**src/rtl/cpu_pkg.sv**
```systemverilog
// Shared CPU definitions: datapath width default, 5-bit ALU operation codes
// and the control bundle carried through the EX/MEM register.
package cpu_pkg;
  localparam int XLEN_DEF = 32;

  localparam logic [4:0] ALU_ADD  = 5'd0;
  localparam logic [4:0] ALU_SUB  = 5'd1;
  localparam logic [4:0] ALU_SLL  = 5'd2;
  localparam logic [4:0] ALU_SLT  = 5'd3;
  localparam logic [4:0] ALU_SLTU = 5'd4;
  localparam logic [4:0] ALU_XOR  = 5'd5;
  localparam logic [4:0] ALU_SRL  = 5'd6;
  localparam logic [4:0] ALU_SRA  = 5'd7;
  localparam logic [4:0] ALU_OR   = 5'd8;
  localparam logic [4:0] ALU_AND  = 5'd9;
  localparam logic [4:0] ALU_JALR = 5'd10;
  localparam logic [4:0] ALU_BEQ  = 5'd11;
  localparam logic [4:0] ALU_BNE  = 5'd12;
  localparam logic [4:0] ALU_BLT  = 5'd13;
  localparam logic [4:0] ALU_BGE  = 5'd14;
  localparam logic [4:0] ALU_BLTU = 5'd15;
  localparam logic [4:0] ALU_BGEU = 5'd16;
  localparam logic [4:0] ALU_IMM  = 5'd17;

  typedef struct packed {
    logic [4:0] rd_addr;
    logic       reg_write;
    logic       mem_read;
    logic       mem_write;
    logic [2:0] mem_funct3;
  } ex_ctrl_t;
endpackage

```
**src/rtl/alu.sv**
```systemverilog
// Combinational ALU plus branch comparator. Branches always compare op_a
// against cmp_b (the raw rs2 value), never the muxed operand B.
module alu
  import cpu_pkg::*;
#(
  parameter int XLEN = XLEN_DEF
) (
  input  logic [4:0]      alu_ctrl,
  input  logic [XLEN-1:0] op_a,
  input  logic [XLEN-1:0] op_b,
  input  logic [XLEN-1:0] cmp_b,
  input  logic [XLEN-1:0] pc,
  input  logic [XLEN-1:0] imm,
  output logic [XLEN-1:0] result,
  output logic            taken
);
  logic [4:0] shamt;
  logic       lt, ltu, beq, blt, bltu;

  always_comb begin
    shamt  = op_b[4:0];
    lt     = $signed(op_a) < $signed(op_b);
    ltu    = op_a < op_b;
    beq    = op_a == cmp_b;
    blt    = $signed(op_a) < $signed(cmp_b);
    bltu   = op_a < cmp_b;
    result = '0;
    taken  = 1'b0;
    case (alu_ctrl)
      ALU_ADD:  result = op_a + op_b;
      ALU_SUB:  result = op_a - op_b;
      ALU_SLL:  result = op_a << shamt;
      ALU_SLT:  result = {{(XLEN-1){1'b0}}, lt};
      ALU_SLTU: result = {{(XLEN-1){1'b0}}, ltu};
      ALU_XOR:  result = op_a ^ op_b;
      ALU_SRL:  result = op_a >> shamt;
      ALU_SRA:  result = $unsigned($signed(op_a) >>> shamt);
      ALU_OR:   result = op_a | op_b;
      ALU_AND:  result = op_a & op_b;
      ALU_JALR: begin
        result = pc + XLEN'(4);
        taken  = 1'b1;
      end
      ALU_BEQ:  taken = beq;
      ALU_BNE:  taken = !beq;
      ALU_BLT:  taken = blt;
      ALU_BGE:  taken = !blt;
      ALU_BLTU: taken = bltu;
      ALU_BGEU: taken = !bltu;
      ALU_IMM:  result = imm;
      default: ;
    endcase
  end
endmodule

```
**src/rtl/ex_stage.sv**
```systemverilog
// Execute stage: operand muxing, branch/JALR target generation and the
// EX/MEM pipeline register with a valid/ready handshake.
module ex_stage
  import cpu_pkg::*;
#(
  parameter int XLEN = XLEN_DEF
) (
  input  logic            clk,
  input  logic            rst,
  input  logic            in_valid,
  output logic            in_ready,
  input  logic [4:0]      alu_ctrl,
  input  logic            alu_src,
  input  logic [XLEN-1:0] pc,
  input  logic [XLEN-1:0] rs1_data,
  input  logic [XLEN-1:0] rs2_data,
  input  logic [XLEN-1:0] imm,
  input  logic [4:0]      rd_addr,
  input  logic            reg_write,
  input  logic            mem_read,
  input  logic            mem_write,
  input  logic [2:0]      mem_funct3,
  input  logic            flush,
  output logic            out_valid,
  input  logic            out_ready,
  output logic [XLEN-1:0] ex_result,
  output logic [XLEN-1:0] ex_store_data,
  output logic [4:0]      ex_rd_addr,
  output logic            ex_reg_write,
  output logic            ex_mem_read,
  output logic            ex_mem_write,
  output logic [2:0]      ex_mem_funct3,
  output logic            redirect_valid,
  output logic [XLEN-1:0] redirect_pc
);
  logic [XLEN-1:0] op_b, alu_res, target, jalr_sum;
  logic            taken, capture, load;
  ex_ctrl_t        ctrl_q;

  assign op_b     = alu_src ? imm : rs2_data;
  assign jalr_sum = rs1_data + imm;
  assign target   = (alu_ctrl == ALU_JALR) ? {jalr_sum[XLEN-1:1], 1'b0} : pc + imm;

  assign in_ready = !out_valid || out_ready;
  assign capture  = in_valid && in_ready;
  // a same-cycle flush kills the incoming entry and its redirect
  assign load     = capture && !flush;

  alu #(.XLEN(XLEN)) u_alu (
    .alu_ctrl (alu_ctrl),
    .op_a     (rs1_data),
    .op_b     (op_b),
    .cmp_b    (rs2_data),
    .pc       (pc),
    .imm      (imm),
    .result   (alu_res),
    .taken    (taken)
  );

  always_ff @(posedge clk) begin
    if (rst) begin
      out_valid      <= 1'b0;
      ex_result      <= '0;
      ex_store_data  <= '0;
      ctrl_q         <= '0;
      redirect_valid <= 1'b0;
      redirect_pc    <= '0;
    end else begin
      if (flush)                       out_valid <= 1'b0;
      else if (capture)                out_valid <= 1'b1;
      else if (out_ready && out_valid) out_valid <= 1'b0;

      if (load) begin
        ex_result     <= alu_res;
        ex_store_data <= rs2_data;
        ctrl_q        <= '{rd_addr, reg_write, mem_read, mem_write, mem_funct3};
      end

      redirect_valid <= load && taken;
      if (load && taken) redirect_pc <= target;
    end
  end

  assign ex_rd_addr    = ctrl_q.rd_addr;
  assign ex_reg_write  = ctrl_q.reg_write;
  assign ex_mem_read   = ctrl_q.mem_read;
  assign ex_mem_write  = ctrl_q.mem_write;
  assign ex_mem_funct3 = ctrl_q.mem_funct3;
endmodule

```
**config.mk**
```make
export PLATFORM = sky130hd
export DESIGN_NAME = ex_stage
export DESIGN_NICKNAME = d
export VERILOG_FILES = /design/src/rtl/cpu_pkg.sv /design/src/rtl/alu.sv /design/src/rtl/ex_stage.sv
export SDC_FILE = /design/constraint.sdc
export NUM_CORES = 1
export LEC_CHECK = 0
export ABC_CLOCK_PERIOD_IN_PS = 6300
export CORE_ASPECT_RATIO = 2
export CORE_MARGIN = 1.5
export CORE_UTILIZATION = 58
export DETAILED_ROUTE_END_ITERATION = 7
export GPL_TIMING_DRIVEN = 0
export PLACE_DENSITY_LB_ADDON = 0.15
export SLEW_MARGIN = 20
export SYNTH_ARGS = -nofsm -noshare
export SYNTH_HDL_FRONTEND = slang
export SYNTH_SLANG_ARGS = --single-unit
```
**constraint.sdc**
```tcl
create_clock -name clk -period 6.3 [get_ports clk]
set_input_delay 1.26 -clock clk [delete_from_list [all_inputs] [get_ports clk]]
set_output_delay 1.26 -clock clk [all_outputs]
set_load 0.01 [all_outputs]
```
==> metrics.yaml, run 1 <==
die:
  initial_utilization_pct: 58.8
  die_h_um: 255
  fp.dieW_um: 129
  rows: 92
  io_pins: 260
synth:
  synth_edf_count: 0
  ys_warn_count: 0
  synthFlopType: "dfxtp_1"
  syn-num-nets: 2964
  ys_ff_latch: 109
  syn-instance-count: 2599
  ys_types: 85
  synthTopCellsByCount: "nand2_1 (359), a21oi_1 (236), ha_1 (211)"
  synth_async_sr_flop_share_pct: 0
  synthTopCellsByArea: "ha_1 (14%), dfxtp_1 (12%), nand2_1 (7.3%)"
  yosysSeqAreaShare_pct: 11.8
  synth_top_cell_by_area: "ha_1"
  syn_avg_cell_area_um2: 7.11
  synthesis.area_um2: 18500
  yosysMostFrequentCell: "nand2_1"
  synth_top_area_share_pct: 14.3
place:
  hpwl_um: 78400
  io_buffers: 257
  gp_congestion: 1.68
grt:
  grt_overflow_total: 387
  grt_start_max_net_pins: 21
  track_usage_pct: 70.9
  grt_pass1_vias: 26815
  grt_pass1_wl_um: 180000
outcome:
  toolErrorMsg: "[ERROR GRT-0116] Global routing finished with congestion. Check the congestion regions in the DRC Viewer."
  haltStage: "global routing"
  status: "aborted with a tool error"
cts:
  clock-sinks: 109
  htreeDepth: 3
  cts_max_path_buffers: 2
  numCtsBuffers: 9
  ctsHoldBuffers: 0
  clock_tree.root_cell: "clkbuf_16"
routing by layer:
layer / track usage, % / overflow
met5: 21.4 / 1
met4: 69.7 / 154
met3: 52.4 / 10
met2: 89.8 / 216
met1: 70.4 / 6
cell families after synthesis:
logic type | Yosys count | synth area share (%)
flops | 109 | 11.8
compound gates | 901 | 32.9
mux | 121 | 8.97
buf+inv | 323 | 6.96
fa+ha+maj | 215 | 14.7
xor+xnor | 84 | 3.98
simple gates | 846 | 20.6
what timing repair did:
action / 4_1_cts
gates resized for setup: 14
setup endpoints to repair: 19
buffers inserted: 1
per-stage QoR:
stage | cell area (µm²) | std cells | setup TNS [ns] | setup WS [ns] | util (%)
4_1_cts | 21900 | 3295 | 0 | 0.0532 | 69.8
3_5_place_dp | 21600 | 3280 | -15.53 | -1.32 | 68.7
3_3_place_gp | 21600 | 3279 | -15.45 | -1.32 | 68.7
2_1_floorplan | 18500 | 2599 | 0 | 1.10 | -
==> inputs of run 2 (changes only) <==
Settings changed: CORE_ASPECT_RATIO 2 to not set, CORE_UTILIZATION 58 to 40.
==> run 2 against run 1 <==
Effect of this change:
- the flow now finishes, with violations (negative setup slack)
- synthesized cell count did not move
- area after synthesis did not move
==> metrics.yaml, run 2 <==
outcome:
  status: "complete, but fails checks"
  violations: "negative setup slack"
timing:
  fmax_mhz: 156
  worst_pin_slew_ns: 1.32
  finalWorstPathRequiredPeriod_ns: 6.41
  drv_slew: 0
  min_period_over_period_pct: 102
  worst_slack_ns: -0.111
  fin_tns_setup_ns: -0.256
  final_hold_viol_count: 0
  maxSlewHeadroom_pct: 12.3
  rsz0062_at_grt: "false"
  setup_viol: 8
  fin_skew_ns: 0.0177
power:
  finalPower_mw: 3.42
  cellLeakagePower_nw: 8.99
  ir_drop_v: 0.000112
  p_per_area_nw_per_um2: 154
cts:
  worstSkewPairLatency_ns: 0.43
  path_clk_slew_ns: 0.11
  htreeDepth: 3
  clock-sinks: 109
  cts_max_path_buffers: 2
  cts_tree: "done"
  clock_tree.root_cell: "clkbuf_16"
  numCtsBuffers: 9
worst_setup_path:
  r2r_cells: 8
  required_ns: 6.63
  cp-start-kind: "primary input"
  end_kind: "register"
  crit_slowest_cell: "buf_1"
  r2r-end: "ex_store_data[11]"
  critPathLaunch: "rs2_data[1]"
  rrSetupSlack_ns: 2.50
  max_stage_delay_ns: 0.96
  crit_chain: "clkdlybuf4s50_1 > mux2i_4 > clkbuf_4 > buf_2 > buf_1 > nor2_1 > a21oi_1 > nor2_1 > a221oi_1 > o311ai_0 > a22o_1"
  worstPathArrival_ns: 6.75
  cp_max_fo: 19
  crit_top_cell: "nor2_1"
  r2r-start: "out_valid"
  critical_path_class: "primary input to register"
place:
  io_buffers: 257
  place_worst_setup_slack_ns: -1.84
  gp_congestion: 1.14
  hpwl_um: 97200
final_layout:
  fill_cells: 4618
  nets: 3231
  top_regs: "ex_result x32, ex_store_data x32, redirect_pc x32"
  multiInputGateArea_um2: 15100
  area_growth_pct: 20.4
  drive_above_1_share_pct: 4.25
  layout_common_cells: "nand2_1 (359), clkdlybuf4s50_1 (255), a21oi_1 (236)"
  mostFrequentLayoutCell: "nand2_1"
  seqCellArea_um2: 2180
die:
  die_area_um2: 47500
  die_h_um: 218
  rows: 78
  io_pins: 260
  core-area_um2: 45500
  initial_utilization_pct: 40.6
  fp.dieW_um: 218
synth:
  muxShareOfSynthArea_pct: 8.97
  yosysSeqAreaShare_pct: 11.8
  synthXorXnorAreaFrac_pct: 3.98
  synth_fa_ha_area_share_pct: 14.7
  ys_types: 85
  ys_warn_count: 0
  ys_ff_latch: 109
  syn-num-nets: 2964
  synth_compound_area_share_pct: 32.9
  synthTopCellsByArea: "ha_1 (14%), dfxtp_1 (12%), nand2_1 (7.3%)"
  synthesis.area_um2: 18500
  synth_top_cell_by_area: "ha_1"
  synthTopCellsByCount: "nand2_1 (359), a21oi_1 (236), ha_1 (211)"
  yosysMostFrequentCell: "nand2_1"
  syn-instance-count: 2599
  synth_edf_count: 0
  synthFlopType: "dfxtp_1"
  synth_top_area_share_pct: 14.3
  syn_avg_cell_area_um2: 7.11
  synth-simple-area-share_pct: 20.6
  synth_async_sr_flop_share_pct: 0
  synth_top_family_by_area: "compound AO/OA/AOI/OAI gates"
route:
  first_pass_iters: 7
  drt_iter0_markers: 3731
  ant_nets: 0
  drc: 0
  vias: 24672
  wl_per_cell_um: 35.3
  viasPerCell: 7.10
  totalWireLength_um: 123000
grt:
  grt_start_max_net_pins: 21
  grt_pass1_vias: 23332
  grt_overflow_total: 0
  grt_pass1_wl_um: 169000
  grt_antenna_before_repair: 4
  track_usage_pct: 50.3
flow_run:
  max-cap-violations: 0
hold_path:
  holdPathEnd: "ex_store_data[4]"
  hold_path_depth: 2
  min-delay-start: "ex_store_data[4]"
  min_path_type: "register to register"
==> run 2: cell counts after synthesis <==
Identical to the previous run, type by type.
==> run 2: stage by stage <==
stage | instance area, µm² | utilization [%] | hold slack [ns] | cells
after floorplan | 18500 | - | 0.476 | 2599
after global placement | 21800 | 47.9 | 0.442 | 3456
after detailed placement | 21800 | 48.0 | 0.447 | 3457
after CTS | 22200 | 48.8 | 0.460 | 3470
after global routing | 22200 | 48.9 | 0.474 | 3471
final | 22300 | 48.9 | 0.458 | 3476
==> run 2: area by class of cell <==
cell class	count	area share [%]
Inverter	161	2.73
Antenna cell	5	0.0562
Clock inverter	6	0.287
Timing Repair Buffer	263	11.8
Multi-Input combinational cell	2167	67.9
Clock buffer	10	1.03
Buffer	155	3.02
Tap cell	600	3.37
Sequential cell	109	9.80
==> run 2: kinds of logic (layout without fill, tap and decap cells) <==
group	after synthesis	after routing
flip-flops	109	109
adder cells (fa/ha/maj)	215	215
AND/OR/NAND/NOR	846	846
AO/OA/AOI/OAI	901	901
multiplexers	121	121
buffers and inverters	323	595
other	0	5
XOR/XNOR	84	84
==> run 2: how the worst max path moves through the flow <==
stage	end	cells after the start
after floorplan	ex_result[26]	16
after global placement	ex_result[30]	14
after detailed placement	ex_result[30]	18
after CTS	ex_result[21]	17
after global routing	ex_result[30]	15
final	ex_result[5]	11
==> run 2: layer usage <==
layer  up-vias  part of all wire [%]  wire (µm)  track usage [%]
met1     11769                    37      45200             60.6
met2      2137                    41      50100             73.2
met3       516                    14      17100             19.4
met5         -                 0.059         72                0
li1      10244                     -          -                -
met4         6                   8.4      10300             35.1
==> run 2: critical path, delay by kind of cell <==
family / cells / cell delay (ns)
compound gates: 4 / 2.02
buf+inv: 4 / 2.62
mux: 1 / 0.60
simple gates: 2 / 0.21
==> run 2: where the power goes <==
group	total (mW)	switching (mW)	internal [mW]
combinational	2.05	1.36	0.682
clock	0.653	0.372	0.281
sequential	0.722	0.0123	0.710
total	3.42	1.75	1.67
==> run 2: repair_timing <==
| item | 4_1_cts | 5_1_grt |
|---|---|---|
| setup endpoints to repair | 26 | 21 |
| setup buffers | 2 | 3 |
| endpoints found under the hold margin | 0 | 0 |
| resized for setup | 20 | 8 |
| hold buffers | 0 | 0 |
No activity file was read; power rests on OpenSTA's default activity.
